## src/rtl/mem_read_arbiter.sv

```systemverilog
// -----------------------------------------------------------------------------
// mem_read_arbiter
// Shares the single 64-bit DDR3 read port between NUM_REQ word-read requesters.
// Requester 0 (apu sample fetcher) can optionally override round-robin order.
// One read is outstanding at a time; a watchdog aborts an unacknowledged read.
//
// Ports
//   clock        system clock
//   reset        asynchronous, active-high reset
//   req_valid    per-requester request pending (held until req_grant)
//   req_addr     per-requester 29-bit word address, requester i at [29*i +: 29]
//   req_grant    one-hot 1-cycle pulse: request accepted
//   rsp_valid    one-hot 1-cycle pulse: rsp_data valid for that requester
//   rsp_err      one-hot 1-cycle pulse: read timed out
//   rsp_data     latched read data, holds between responses
//   mem_addr     DDR3 word address
//   mem_read_en  DDR3 read strobe, held with stable mem_addr until ack/timeout
//   mem_data     DDR3 read data, valid with mem_ack
//   mem_ack      DDR3 data valid strobe
//   busy         high while a read is outstanding
// -----------------------------------------------------------------------------
module mem_read_arbiter #(
    parameter int NUM_REQ = 2,
    parameter int PRIO0   = 1,
    parameter int TIMEOUT = 1024
) (
    input  logic                   clock,
    input  logic                   reset,
    input  logic [NUM_REQ-1:0]     req_valid,
    input  logic [NUM_REQ*29-1:0]  req_addr,
    output logic [NUM_REQ-1:0]     req_grant,
    output logic [NUM_REQ-1:0]     rsp_valid,
    output logic [NUM_REQ-1:0]     rsp_err,
    output logic [63:0]            rsp_data,
    output logic [28:0]            mem_addr,
    output logic                   mem_read_en,
    input  logic [63:0]            mem_data,
    input  logic                   mem_ack,
    output logic                   busy
);

    localparam int PTR_W = (NUM_REQ > 1) ? $clog2(NUM_REQ) : 1;
    localparam int WD_W  = $clog2(TIMEOUT);

    typedef enum logic {
        ST_IDLE = 1'b0,
        ST_WAIT = 1'b1
    } state_t;

    state_t               state_r;
    logic [PTR_W-1:0]     rr_ptr_r;
    logic [PTR_W-1:0]     cur_r;
    logic [WD_W-1:0]      watchdog_r;

    logic [PTR_W-1:0]     win_s;
    logic [PTR_W:0]       sum_s;
    logic [PTR_W:0]       idx_s;
    logic [PTR_W-1:0]     next_ptr_s;
    logic [NUM_REQ-1:0]   win_oh_s;
    logic [NUM_REQ-1:0]   cur_oh_s;
    logic [28:0]          win_addr_s;
    logic                 any_valid_s;
    logic                 timeout_s;

    // Winner selection: scan offsets from highest to lowest so the lowest
    // offset from rr_ptr that is valid is the final value; then apply the
    // requester-0 override.
    always_comb begin
        win_s = '0;
        sum_s = '0;
        idx_s = '0;
        for (int i = NUM_REQ - 1; i >= 0; i--) begin
            sum_s = {1'b0, rr_ptr_r} + (PTR_W+1)'(i);
            idx_s = (sum_s >= (PTR_W+1)'(NUM_REQ)) ? (sum_s - (PTR_W+1)'(NUM_REQ)) : sum_s;
            win_s = req_valid[idx_s[PTR_W-1:0]] ? idx_s[PTR_W-1:0] : win_s;
        end
        win_s = ((PRIO0 != 0) && req_valid[0]) ? '0 : win_s;
    end

    // One-hot decodes of the winner and the in-flight requester, plus address mux
    always_comb begin
        win_oh_s   = '0;
        cur_oh_s   = '0;
        win_addr_s = '0;
        for (int i = 0; i < NUM_REQ; i++) begin
            win_oh_s[i] = (win_s == PTR_W'(i));
            cur_oh_s[i] = (cur_r == PTR_W'(i));
            win_addr_s  = (win_s == PTR_W'(i)) ? req_addr[29*i +: 29] : win_addr_s;
        end
    end

    // Round-robin pointer advance and watchdog expiry
    always_comb begin
        next_ptr_s  = (win_s == PTR_W'(NUM_REQ - 1)) ? '0 : (win_s + PTR_W'(1));
        any_valid_s = |req_valid;
        timeout_s   = (watchdog_r == WD_W'(TIMEOUT - 1));
    end

    // Arbiter FSM with registered outputs; pulses default low every cycle
    always_ff @(posedge clock or posedge reset) begin
        if (reset) begin
            state_r     <= ST_IDLE;
            rr_ptr_r    <= '0;
            cur_r       <= '0;
            watchdog_r  <= '0;
            req_grant   <= '0;
            rsp_valid   <= '0;
            rsp_err     <= '0;
            rsp_data    <= '0;
            mem_addr    <= '0;
            mem_read_en <= 1'b0;
            busy        <= 1'b0;
        end else begin
            req_grant <= '0;
            rsp_valid <= '0;
            rsp_err   <= '0;
            case (state_r)
                ST_IDLE: begin
                    if (any_valid_s) begin
                        req_grant   <= win_oh_s;
                        mem_addr    <= win_addr_s;
                        mem_read_en <= 1'b1;
                        busy        <= 1'b1;
                        cur_r       <= win_s;
                        rr_ptr_r    <= next_ptr_s;
                        watchdog_r  <= '0;
                        state_r     <= ST_WAIT;
                    end else begin
                        mem_read_en <= 1'b0;
                        busy        <= 1'b0;
                        state_r     <= ST_IDLE;
                    end
                end
                ST_WAIT: begin
                    // Ack takes precedence over a coincident timeout
                    if (mem_ack && mem_read_en) begin
                        rsp_valid   <= cur_oh_s;
                        rsp_data    <= mem_data;
                        mem_read_en <= 1'b0;
                        busy        <= 1'b0;
                        state_r     <= ST_IDLE;
                    end else if (timeout_s) begin
                        rsp_err     <= cur_oh_s;
                        mem_read_en <= 1'b0;
                        busy        <= 1'b0;
                        state_r     <= ST_IDLE;
                    end else begin
                        watchdog_r  <= watchdog_r + WD_W'(1);
                        state_r     <= ST_WAIT;
                    end
                end
                default: begin
                    mem_read_en <= 1'b0;
                    busy        <= 1'b0;
                    state_r     <= ST_IDLE;
                end
            endcase
        end
    end

endmodule
```

## config.mk

```make
export PLATFORM = sky130hd
export DESIGN_NAME = mem_read_arbiter
export DESIGN_NICKNAME = d
export VERILOG_FILES = /design/src/rtl/mem_read_arbiter.sv
export SDC_FILE = /design/constraint.sdc
export NUM_CORES = 1
export LEC_CHECK = 0
export ABC_AREA = 1
export CORE_UTILIZATION = 44
export DETAILED_ROUTE_END_ITERATION = 12
export DONT_BUFFER_PORTS = 1
export PLACE_DENSITY_LB_ADDON = 0.25
export SYNTH_ARGS = -nofsm -noshare
export SYNTH_HDL_FRONTEND = slang
export SYNTH_SLANG_ARGS = --single-unit
```

## constraint.sdc

```tcl
create_clock -name clock -period 6.3 [get_ports clock]
set_input_delay 0.63 -clock clock [delete_from_list [all_inputs] [get_ports clock]]
set_output_delay 0.63 -clock clock [all_outputs]
set_load 0.03 [all_outputs]
```

# Word-level counts from Yosys, hierarchy flattened
# Cells that the tools add are included.
# op_classes
addsub	5
n_lt_le_gt_ge	4
n_eq_ne	5
n_mux	29
n_bitwise	3
reduce_logical	5
# ops
operator	count
$mux W10	3
$mux W29	1
$pmux W10 S2	1
$mux W1	15
$mux W2	7
$add A10 B1 Y10 const B	1
$eq A10 B10 Y1 const B	1
$ne A2 B2 Y1 const B	3
$lt A1 B2 Y1 const B	2
$pmux W1 S2	2
$reduce_and A2 Y1	2
$ne A3 B1 Y1 const B	1
$not A1 Y1	3
$reduce_and A3 Y1	1
$add A1 B1 Y2 const B	1
$ge A1 B2 Y1 const B	1
$ge A2 B2 Y1 const B	1
$reduce_or A2 Y1	1
$sub A1 B1 Y1 const B	2
$add A1 B1 Y1 const B	1
$logic_and A1 B1 Y1	1
# totals
regBits	113
inputBits	127
output_inout_bits	101
wordCells	61

# Logic depth before layout (Yosys ltp)
# Gate-level depths: netlist of the first run.
# logic_depth
depth_word	11
depth_mapped	8
mapped_depth_nobuf	8

# Least setup slack after synthesis of the first run
# OpenSTA, ideal clock, no wires.
# synth_path
kind	input to register
start	input mem_ack
end	register rsp_data[0]
setup_time_ns	0.128
arrival_time_ns	1.432
path_slack_ns	4.741
stages	6
n_path_buf	2
path_cell_list	nand2_1 > inv_1 > nand2_1 > buf_4 > buf_6 > mux2_1
# synth_via
elab_chain_len	2
# synth_rtl
element	line_no	rtl
start: declaration	38	input logic mem_ack,
$logic_and A1 B1 Y1	136	if (mem_ack && mem_read_en) begin
$reduce_and A2 Y1 (no source line)	--	
end signal: assignment	138	rsp_data <= mem_data;
end: declaration	34	output logic [63:0] rsp_data,
# No other way between the ends.
# A chain may end at the register's enable or synchronous reset.

# Final worst setup path of the first run
# layout_path
start	input req_valid[0]
end	register mem_addr[8]
# layout_via
elab_chain_len	6
word_cells_on_any_way	10
cone_classes	mux (8); reduce/logical (2)
# layout_rtl
element	line_no	rtl
start: declaration	29	input logic [NUM_REQ-1:0] req_valid,
$mux W1 (implied by the code) (2 in a row)	75	win_s = req_valid[idx_s[PTR_W-1:0]] ? idx_s[PTR_W-1:0] : win_s;
$mux W1 (2 in a row)	75	
$mux W1	77	win_s = ((PRIO0 != 0) && req_valid[0]) ? '0 : win_s;
$mux W29	88	win_addr_s = (win_s == PTR_W'(i)) ? req_addr[29*i +: 29] : win_addr_s;
end signal: assignment	121	mem_addr <= win_addr_s;
end: declaration	35	output logic [28:0] mem_addr,
# Several ways; a longest one is shown, not always the timed one. The select of a mux whose other input is x is not followed.

==> results.py, run 1 <==
metrics = {
    "status": {
        "status": "complete, no violations",
    },
    "critical_path": {
        "cpPeakStageDelay_ps": 920,
        "r2r_start": "busy",
        "crit_type": "in -> reg",
        "reg2reg_slack_ps": 4120,
        "crit_chain": "inv_1 -> nand2_1 -> nor2_1 -> o31ai_1",
        "critPathSlowestCell": "nand2_1",
        "reg2reg_depth": 5,
        "reg2reg_to": "rsp_data[27]",
        "path_depth": 4,
        "startpoint_type": "input port",
        "endpoint": "mem_addr[8]",
        "worstPathArrival_ps": 2660,
        "end_kind": "flop",
        "worst-path-buf-inv": 1,
        "crit_start": "req_valid[0]",
        "cp_max_fo": 31,
        "crit_family": "simple AND/OR/NAND/NOR gates",
        "cp.required_ps": 6530,
    },
    "synth": {
        "yosys_warnings": 0,
        "synth.area.top_cells": "dfrtp_1, mux2_1, mux2_2",
        "synth_cell_types": 24,
        "syn_avg_cell_area_um2": 11.4,
        "syn_area_um2": 4690,
        "syn_nets": 540,
        "synth_top_cell_area_share_pct": 59.8,
        "synthCells": 412,
        "ys_seq_area_share_pct": 59.8,
        "synth_top_cell_by_area": "dfrtp_1",
        "synth-seq-cells": 112,
    },
    "layout": {
        "final_cell_mix": "dfrtp_1, nand2_1, nor2_1, mux2_1, a21oi_1",
        "syn_to_final_growth_pct": 5.34,
        "fin_nets": 529,
        "layout-drive-gt1-share_pct": 13.1,
        "diodes": 0,
        "layout.cells.most_common": "dfrtp_1",
        "final_area_um2": 4940,
        "n_fill_cell": 929,
    },
    "clock_network": {
        "cts_resized": 0,
        "clk_path_buf_depth": 2,
        "cts-root-buf": "clkbuf_8",
        "cts_buffers": 9,
        "cts_tree": "yes",
        "cts_hold_buffers": 0,
        "cts.sinks": 112,
        "post-cts-setup-buffers": 0,
        "path_clk_slew_ps": 90,
        "clk_latency_ps": 360,
        "cts.htree.levels": 3,
    },
    "global_route": {
        "grt_pass1_wl_um": 14800,
        "grtUsageTotal_pct": 17.2,
        "grt_antenna_before_repair": 0,
        "grt_pass1_vias": 2869,
        "gr-total-overflow": 0,
        "grt_max_degree": 67,
    },
    "pwr": {
        "p_seq_share_pct": 66.5,
        "vdd_drop_max_mv": 0.277,
        "power-per-cell-area_nw_per_um2": 586,
        "switchingPower_w": 0.00139,
        "pwr-share-clk_pct": 14.5,
        "pwr-share-comb_pct": 18.9,
        "fin_total_pwr_w": 0.00290,
        "p_sw_share_pct": 47.9,
        "intPower_w": 0.00151,
        "p_leak_nw": 2.18,
    },
    "sta": {
        "clock_skew_ps": 9.62,
        "hold_violations": 0,
        "worst-slew-pin-transition_ps": 1100,
        "period_minus_slack_ps": 2430,
        "slew_violations": 0,
        "setup_tns_ps": 0,
        "rsz0062_at_grt": "no",
        "finalSetupViolCount": 0,
        "slew_headroom_pct": 26.6,
        "period_share_pct": 38.6,
        "fmax_mhz": 411,
        "layout_setup_ws_ps": 3870,
    },
    "place": {
        "dpl.hpwl_um": 6850,
        "port_buffers": 0,
        "dpl_worst_slack_ps": 3510,
        "dpl_cell_area_um2": 4740,
        "gp_routability_congestion": 0.812,
    },
    "floorplanning": {
        "die_y_um": 105,
        "die_area_um2": 11100,
        "rows": 37,
        "design.core.area_um2": 10300,
        "initial_core_util_pct": 45.4,
        "die_width_um": 105,
        "boundaryPins": 228,
    },
    "detailed_routing": {
        "wl_per_cell_um": 17.8,
        "ant_nets": 0,
        "drc": 0,
        "via_count": 2958,
        "drt-total-wl_um": 9590,
        "first_iter_violations": 259,
        "first_pass_iters": 4,
        "vias_per_cell": 5.48,
    },
    "min_path": {
        "hold_path_class": "in -> async",
    },
    "run": {
        "cap_violations": 0,
    },
}
cells in the mapped netlist:
cell,count
dfrtp_1,112
nand2_1,63
nor2_1,42
mux2_1,38
a21oi_1,32
o31ai_1,29
mux2_2,26
inv_1,12
nand3_1,11
clkbuf_1,10
buf_2,8
o21ai_1,6
buf_6,5
nand2_2,4
buf_4,2
nor2_4,2
nor3_1,2
o21ai_0,2
ha_1,1
inv_2,1
nand4_1,1
o21ai_2,1
o21bai_1,1
o22ai_1,1
cell type report:
| cell class | instances | area, µm² | area share [%] |
|---|---|---|---|
| Tap cell | 136 | 170 | 3.45 |
| Inverter | 13 | 51.3 | 1.04 |
| Clock buffer | 11 | 151 | 3.07 |
| Timing Repair Buffer | 3 | 22.5 | 0.456 |
| Multi-Input combinational cell | 262 | 1700 | 34.4 |
| Sequential cell | 112 | 2800 | 56.8 |
| Clock inverter | 3 | 42.5 | 0.862 |
per-layer routing:
metal / global-route usage, % / share of wire (%)
met4: 6.74 / 1.5
met2: 28.4 / 50
met3: 5.94 / 8.9
met1: 20.7 / 40
met5: 0 / 0
how the worst min path moves through the flow:
| stage | start | end | slack, ps | depth (start not counted) |
|---|---|---|---|---|
| 6_report | reset | rsp_data[9] | 230 | 1 |
| 5_1_grt | reset | rsp_data[14] | 280 | 1 |
| 3_3_place_gp | cur_r | rsp_valid[0] | 460 | 1 |
| 3_5_place_dp | cur_r | rsp_valid[0] | 450 | 1 |
| 2_1_floorplan | cur_r | rsp_valid[0] | 430 | 1 |
| 4_1_cts | reset | rsp_data[9] | 240 | 1 |
stage by stage:
step                hold slack [ps]  util [%]  cells
floorplan                       425         -    412
global route                    276      47.8    540
CTS                             239      47.8    540
global placement                455      45.9    526
finish                          226      47.8    540
detailed placement              450      45.9    526
power by group through the flow:
stage          combinational, W  clock (W)  sequential, W
2_1_floorplan          0.000515          0        0.00185
3_3_place_gp           0.000527          0        0.00194
3_5_place_dp           0.000563          0        0.00195
4_1_cts                0.000560   0.000434        0.00193
5_1_grt                0.000631   0.000464        0.00196
6_report               0.000548   0.000421        0.00193
sequential cells by signal (all words and copies together), names as in the netlist:
register,count
state_r,1
mem_addr,29
watchdog_r,10
rsp_err,2
cur_r,1
req_grant,2
rsp_data,64
rsp_valid,2
busy,1
cell families (layout without fill, tap and decap cells):
group | Yosys count | after routing | synth area share (%)
buffers and inverters | 38 | 30 | 4.22
multiplexers | 64 | 64 | 15.4
AND/OR/NAND/NOR | 125 | 125 | 10.9
flip-flops | 112 | 112 | 59.8
AO/OA/AOI/OAI | 72 | 72 | 9.40
adder cells (fa/ha/maj) | 1 | 1 | 0.267
(Power assumes the default switching activity.)
==> inputs of run 2 (changes only) <==
- clock period: 6.3 -> 2.5 ns (I/O delays scaled with it)
==> results.py, run 2 (same netlist as run 1, synthesis figures left out) <==
metrics = {
    "status": {
        "status": "complete, no violations",
    },
    "clock_network": {
        "cts.htree.levels": 3,
        "clk_latency_ps": 360,
        "cts-root-buf": "clkbuf_8",
        "cts_tree": "yes",
        "cts.sinks": 112,
        "cts_resized": 0,
        "cts_buffers": 9,
        "post-cts-setup-buffers": 0,
        "clk_path_buf_depth": 2,
        "path_clk_slew_ps": 110,
    },
    "layout": {
        "n_fill_cell": 918,
        "final_cell_mix": "dfrtp_1, nand2_1, nor2_1, mux2_1, a21oi_1",
        "multi_input_area_um2": 1700,
        "final_cell_count_no_fill": 576,
        "fin_nets": 563,
        "max_flop_register": "rsp_data",
        "largest_register_ffs": 64,
        "final_area_um2": 5310,
        "seq_area_um2": 2800,
        "syn_to_final_growth_pct": 13.4,
        "layout-drive-gt1-share_pct": 13.4,
        "largestRegisters": "rsp_data (64), mem_addr (29), watchdog_r (10)",
        "layout.cells.most_common": "dfrtp_1",
        "diodes": 0,
    },
    "floorplanning": {
        "die_width_um": 105,
        "initial_core_util_pct": 45.4,
        "rows": 37,
        "design.core.area_um2": 10300,
        "die_area_um2": 11100,
        "die_y_um": 105,
        "boundaryPins": 228,
    },
    "run": {
        "cap_violations": 0,
    },
    "pwr": {
        "vdd_drop_max_mv": 0.662,
        "p_leak_nw": 2.34,
        "fin_total_pwr_w": 0.00746,
        "power-per-cell-area_nw_per_um2": 1400,
    },
    "critical_path": {
        "startpoint_type": "flop",
        "endpoint": "rsp_data[20]",
        "crit_type": "reg -> reg",
        "worstPathArrival_ps": 2080,
        "reg2reg_depth": 3,
        "crit_start": "state_r",
        "r2r_start": "state_r",
        "reg2reg_to": "rsp_data[20]",
        "end_kind": "flop",
        "cp.required_ps": 2740,
        "reg2reg_slack_ps": 660,
        "cp_max_fo": 49,
    },
    "place": {
        "dpl_cell_area_um2": 4810,
        "dpl.cell_count": 531,
        "gp_routability_congestion": 0.779,
        "port_buffers": 0,
        "dpl.hpwl_um": 7230,
    },
    "min_path": {
        "hold_path_class": "in -> reg",
    },
    "sta": {
        "rsz0062_at_grt": "no",
        "period_share_pct": 73.6,
        "finalSetupViolCount": 0,
        "fmax_mhz": 544,
        "worst-slew-pin-transition_ps": 686,
        "slew_headroom_pct": 54.2,
        "period_minus_slack_ps": 1840,
        "setup_tns_ps": 0,
        "hold_violations": 0,
        "slew_violations": 0,
        "clock_skew_ps": 10.6,
    },
    "detailed_routing": {
        "ant_nets": 0,
        "first_iter_violations": 166,
        "wl_per_cell_um": 17.7,
        "vias_per_cell": 5.35,
        "drc": 0,
        "drt-total-wl_um": 10200,
        "via_count": 3084,
        "first_pass_iters": 4,
    },
    "global_route": {
        "grt_pass1_wl_um": 16000,
        "grtUsageTotal_pct": 18.5,
        "grt_max_degree": 52,
        "grt_antenna_before_repair": 0,
        "grt_pass1_vias": 3079,
        "gr-total-overflow": 0,
    },
}
-- run 2: changes by cell type in the layout (fill, tap and decap cells not counted), moves of 2 or more --
cell	delta
buf_12	+2
buf_4	+3
clkbuf_8	-2
clkinv_8	+2
dlygate4sd3_1	+29
inv_6	+3
-- run 2: layout make-up --
type                    instances  area share [%]
multi-input cells             262            31.9
inverters                      13           0.989
repair buffers                 37            7.06
well taps                     136            3.20
clock inverters                 6            1.67
flip-flops and latches        112            52.7
clock buffers                  10            2.40
-- run 2: how the worst min path moves through the flow --
stage	depth (start not counted)	start	endpoint	slack, ps
2_1_floorplan	1	mem_data[0]	rsp_data[0]	380
3_3_place_gp	1	reset	mem_addr[27]	130
3_5_place_dp	1	reset	mem_addr[27]	130
4_1_cts	1	mem_data[8]	rsp_data[8]	2
5_1_grt	1	mem_data[29]	rsp_data[29]	0.6
6_report	1	mem_data[0]	rsp_data[0]	20
-- run 2: per-layer routing --
metal,up-vias,global-route usage [%],part of all wire (%)
li1,1440,-,-
met1,1483,21.2,40
met2,150,32.4,50
met3,11,6.74,8.3
met4,0,5.03,1.2
met5,-,0,0
-- run 2: what timing repair did --
item | CTS | global route
hold buffers | 18 | 11
endpoints found under the setup margin | 0 | 0
endpoints found under the hold margin | 29 | 11
-- run 2: per-stage QoR --
step           hold WS [ps]  utilization (%)  worst slack, ps
3_3_place_gp            131             46.6              733
6_report               20.6             51.5              660
5_1_grt               0.591             51.5              536
3_5_place_dp            132             46.6              686
4_1_cts                2.30             50.4              674
2_1_floorplan           382                -              893
-- run 2: critical path, stage by stage (launching register included) --
cell and delay [ps]:
dfrtp_1 640, nand2_2 390, buf_12 320, mux2_1 340
-- run 2: power breakdown --
part	total, W	leakage [nW]	switching (W)	internal, W
Clock	0.00113	0.107	0.000640	0.000493
Sequential	0.00484	1.36	0.00222	0.00262
Combinational	0.00149	0.873	0.000756	0.000735
Total	0.00746	2.34	0.00362	0.00385
==> inputs of run 3 (changes only) <==
- clock period: 2.5 -> 1.6 ns (I/O delays scaled with it)
==> results.py, run 3 <==
metrics = {
    "status": {
        "status": "aborted with a tool error",
        "haltStage": "clock tree synthesis (4_1_cts)",
        "run.stop_error": "[ERROR RSZ-0060] Max buffer count reached.",
    },
    "clock_network": {
        "cts-root-buf": "clkbuf_8",
        "cts_buffers": 9,
        "cts.htree.levels": 3,
        "cts_hold_buffers": 112,
        "cts_resized": 0,
        "clk_path_buf_depth": 2,
        "post-cts-setup-buffers": 0,
        "cts.sinks": 112,
    },
    "synth": {
        "synthCells": 412,
        "syn_nets": 540,
        "synth_cell_types": 24,
        "yosysMostFrequentCell": "dfrtp_1",
        "ys.flop_type": "dfrtp_1",
        "synth_top_cell_by_area": "dfrtp_1",
        "yosys_warnings": 0,
        "synth.area.top_cells": "dfrtp_1, mux2_1, mux2_2",
        "syn_avg_cell_area_um2": 11.4,
        "syn_area_um2": 4690,
        "ys_top_cells_by_count": "dfrtp_1, nand2_1, nor2_1",
        "synth_top_cell_area_share_pct": 59.8,
        "synth-edff-count": 0,
        "synth-seq-cells": 112,
        "ys_seq_area_share_pct": 59.8,
        "ys_async_sr_fraction_pct": 100,
    },
    "floorplanning": {
        "rows": 37,
        "initial_core_util_pct": 45.4,
        "die_y_um": 105,
        "die_width_um": 105,
        "boundaryPins": 228,
    },
    "place": {
        "dpl.hpwl_um": 7120,
        "port_buffers": 0,
        "gp_routability_congestion": 0.760,
    },
}
==> run 3: logic make-up after synthesis <==
family / share of synthesized area, %
mux: 15.4
compound gates: 9.40
flops: 59.8
fa+ha+maj: 0.267
simple gates: 10.9
buf+inv: 4.22
==> run 3: through the flow <==
| stage | hold slack, ps | area (µm²) | util [%] | std cells | setup slack [ps] |
|---|---|---|---|---|---|
| floorplan | 292 | 4690 | - | 412 | 82.5 |
| global placement | 260 | 4830 | 46.8 | 533 | 173 |
| detailed placement | 267 | 4830 | 46.8 | 533 | 149 |
==> inputs of run 4 (changes only) <==
- CORE_UTILIZATION: 44 -> 29
- PLACE_DENSITY_LB_ADDON: 0.25 -> 0.15
- clock period: 1.6 -> 2.1 ns (I/O delays scaled with it)
==> results.py, run 4 (same netlist as run 1, synthesis figures left out) <==
metrics = {
    "sta": {
        "fmax_mhz": 602,
        "slew_headroom_pct": 70.0,
        "period_share_pct": 79.1,
        "finalSetupViolCount": 0,
        "period_minus_slack_ps": 1660,
        "worst-slew-pin-transition_ps": 449,
        "clock_skew_ps": 7.68,
        "rsz0062_at_grt": "no",
        "setup_tns_ps": 0,
        "slew_violations": 0,
        "hold_violations": 0,
    },
    "status": {
        "status": "complete, no violations",
    },
    "clock_network": {
        "post-cts-setup-buffers": 0,
        "cts.htree.levels": 3,
        "cts-root-buf": "clkbuf_16",
        "cts.sinks": 112,
        "path_clk_slew_ps": 80,
        "clk_path_buf_depth": 2,
        "clk_latency_ps": 340,
        "cts_tree": "yes",
        "cts_buffers": 9,
    },
    "min_path": {
        "worstHoldPathCells": 1,
        "hold_path_class": "in -> reg",
        "whs_endpoint": "rsp_data[45]",
        "min_from": "mem_data[45]",
    },
    "floorplanning": {
        "die_area_um2": 16700,
        "die_width_um": 129,
        "initial_core_util_pct": 29.6,
        "design.core.area_um2": 15800,
        "rows": 46,
        "boundaryPins": 228,
        "die_y_um": 129,
    },
    "global_route": {
        "gr-total-overflow": 0,
        "grt_pass1_vias": 3168,
        "grt_max_degree": 69,
        "grt_antenna_before_repair": 0,
        "grt_pass1_wl_um": 16100,
        "grtUsageTotal_pct": 12.6,
    },
    "place": {
        "port_buffers": 0,
        "dpl.cell_count": 612,
        "gp_routability_congestion": 0.736,
        "dpl.hpwl_um": 7240,
    },
    "pwr": {
        "vdd_drop_max_mv": 0.563,
        "power-per-cell-area_nw_per_um2": 1600,
        "p_leak_nw": 2.51,
    },
    "layout": {
        "layout.cells.most_common": "dfrtp_1",
        "largestRegisters": "rsp_data (64), mem_addr (29), watchdog_r (10)",
        "max_flop_register": "rsp_data",
        "n_fill_cell": 1531,
        "fin_nets": 593,
        "diodes": 0,
        "syn_to_final_growth_pct": 23.9,
        "final_cell_count_no_fill": 686,
        "largest_register_ffs": 64,
        "final_cell_mix": "dfrtp_1, nand2_1, dlygate4sd3_1, nor2_1, mux2_1",
        "layout-drive-gt1-share_pct": 13.0,
    },
    "critical_path": {
        "crit_start": "state_r",
        "startpoint_type": "flop",
        "cp.required_ps": 2330,
        "reg2reg_depth": 3,
        "crit_type": "reg -> reg",
        "worstPathArrival_ps": 1890,
        "reg2reg_slack_ps": 440,
        "end_kind": "flop",
        "r2r_start": "state_r",
        "reg2reg_to": "rsp_data[60]",
        "cp_max_fo": 32,
    },
    "detailed_routing": {
        "drc": 0,
        "first_pass_iters": 4,
        "drt-total-wl_um": 10600,
        "via_count": 3198,
        "wl_per_cell_um": 15.4,
        "ant_nets": 0,
        "first_iter_violations": 80,
        "vias_per_cell": 4.66,
    },
    "run": {
        "cap_violations": 0,
    },
}
[run 4: through the flow]
stage	hold WS [ps]	worst slack (ps)	util, %	instance area (µm²)	total power, W
floorplan	342	533	-	4690	0.00709
global placement	190	517	31.2	4940	0.00753
detailed placement	197	461	31.2	4940	0.00758
CTS	0.0775	442	36.6	5800	0.00938
global route	1.29	317	36.7	5810	0.00981
finish	19.7	439	36.7	5810	0.00927
[run 4: power breakdown]
group          switching (W)  leakage [nW]  internal (W)
Clock               0.000820         0.142      0.000858
Combinational       0.000915          1.01      0.000940
Sequential           0.00262          1.36       0.00312
Total                0.00436          2.51       0.00492
[run 4: worst max-delay path by stage]
stage / to / cells past startpoint
after CTS: rsp_data[24] / 3
after floorplan: busy / 1
after global placement: rsp_data[18] / 3
final: rsp_data[60] / 3
after detailed placement: rsp_data[0] / 3
after global routing: watchdog_r[0] / 7
[run 4: cell type report]
cell class                 instances  area (µm²)  share of cell area [%]
multi-input combinational        262        1700                    29.2
clock inverter                     6        50.0                   0.862
timing repair buffer              67         698                    12.0
clock buffer                      10         239                    4.11
tap                              216         270                    4.65
sequential                       112        2800                    48.2
inverter                          13        52.6                   0.905
[run 4: layer usage]
layer  global-route usage, %  share of wire, %
met2                    20.5                47
met1                    15.5                42
met5                       0                 0
met3                    3.59               9.0
met4                    5.54               1.7
[run 4: worst max-delay path, stage by stage, from the launching register on]
cell and delay, ps:
dfrtp_1 620, nand2_2 300, buf_12 260, mux2_1 340
[run 4: what timing repair did]
action / 4_1_cts / 5_1_grt
hold endpoints to repair: 168 / 1
resized for setup: 0 / 0
hold buffers: 57 / 1
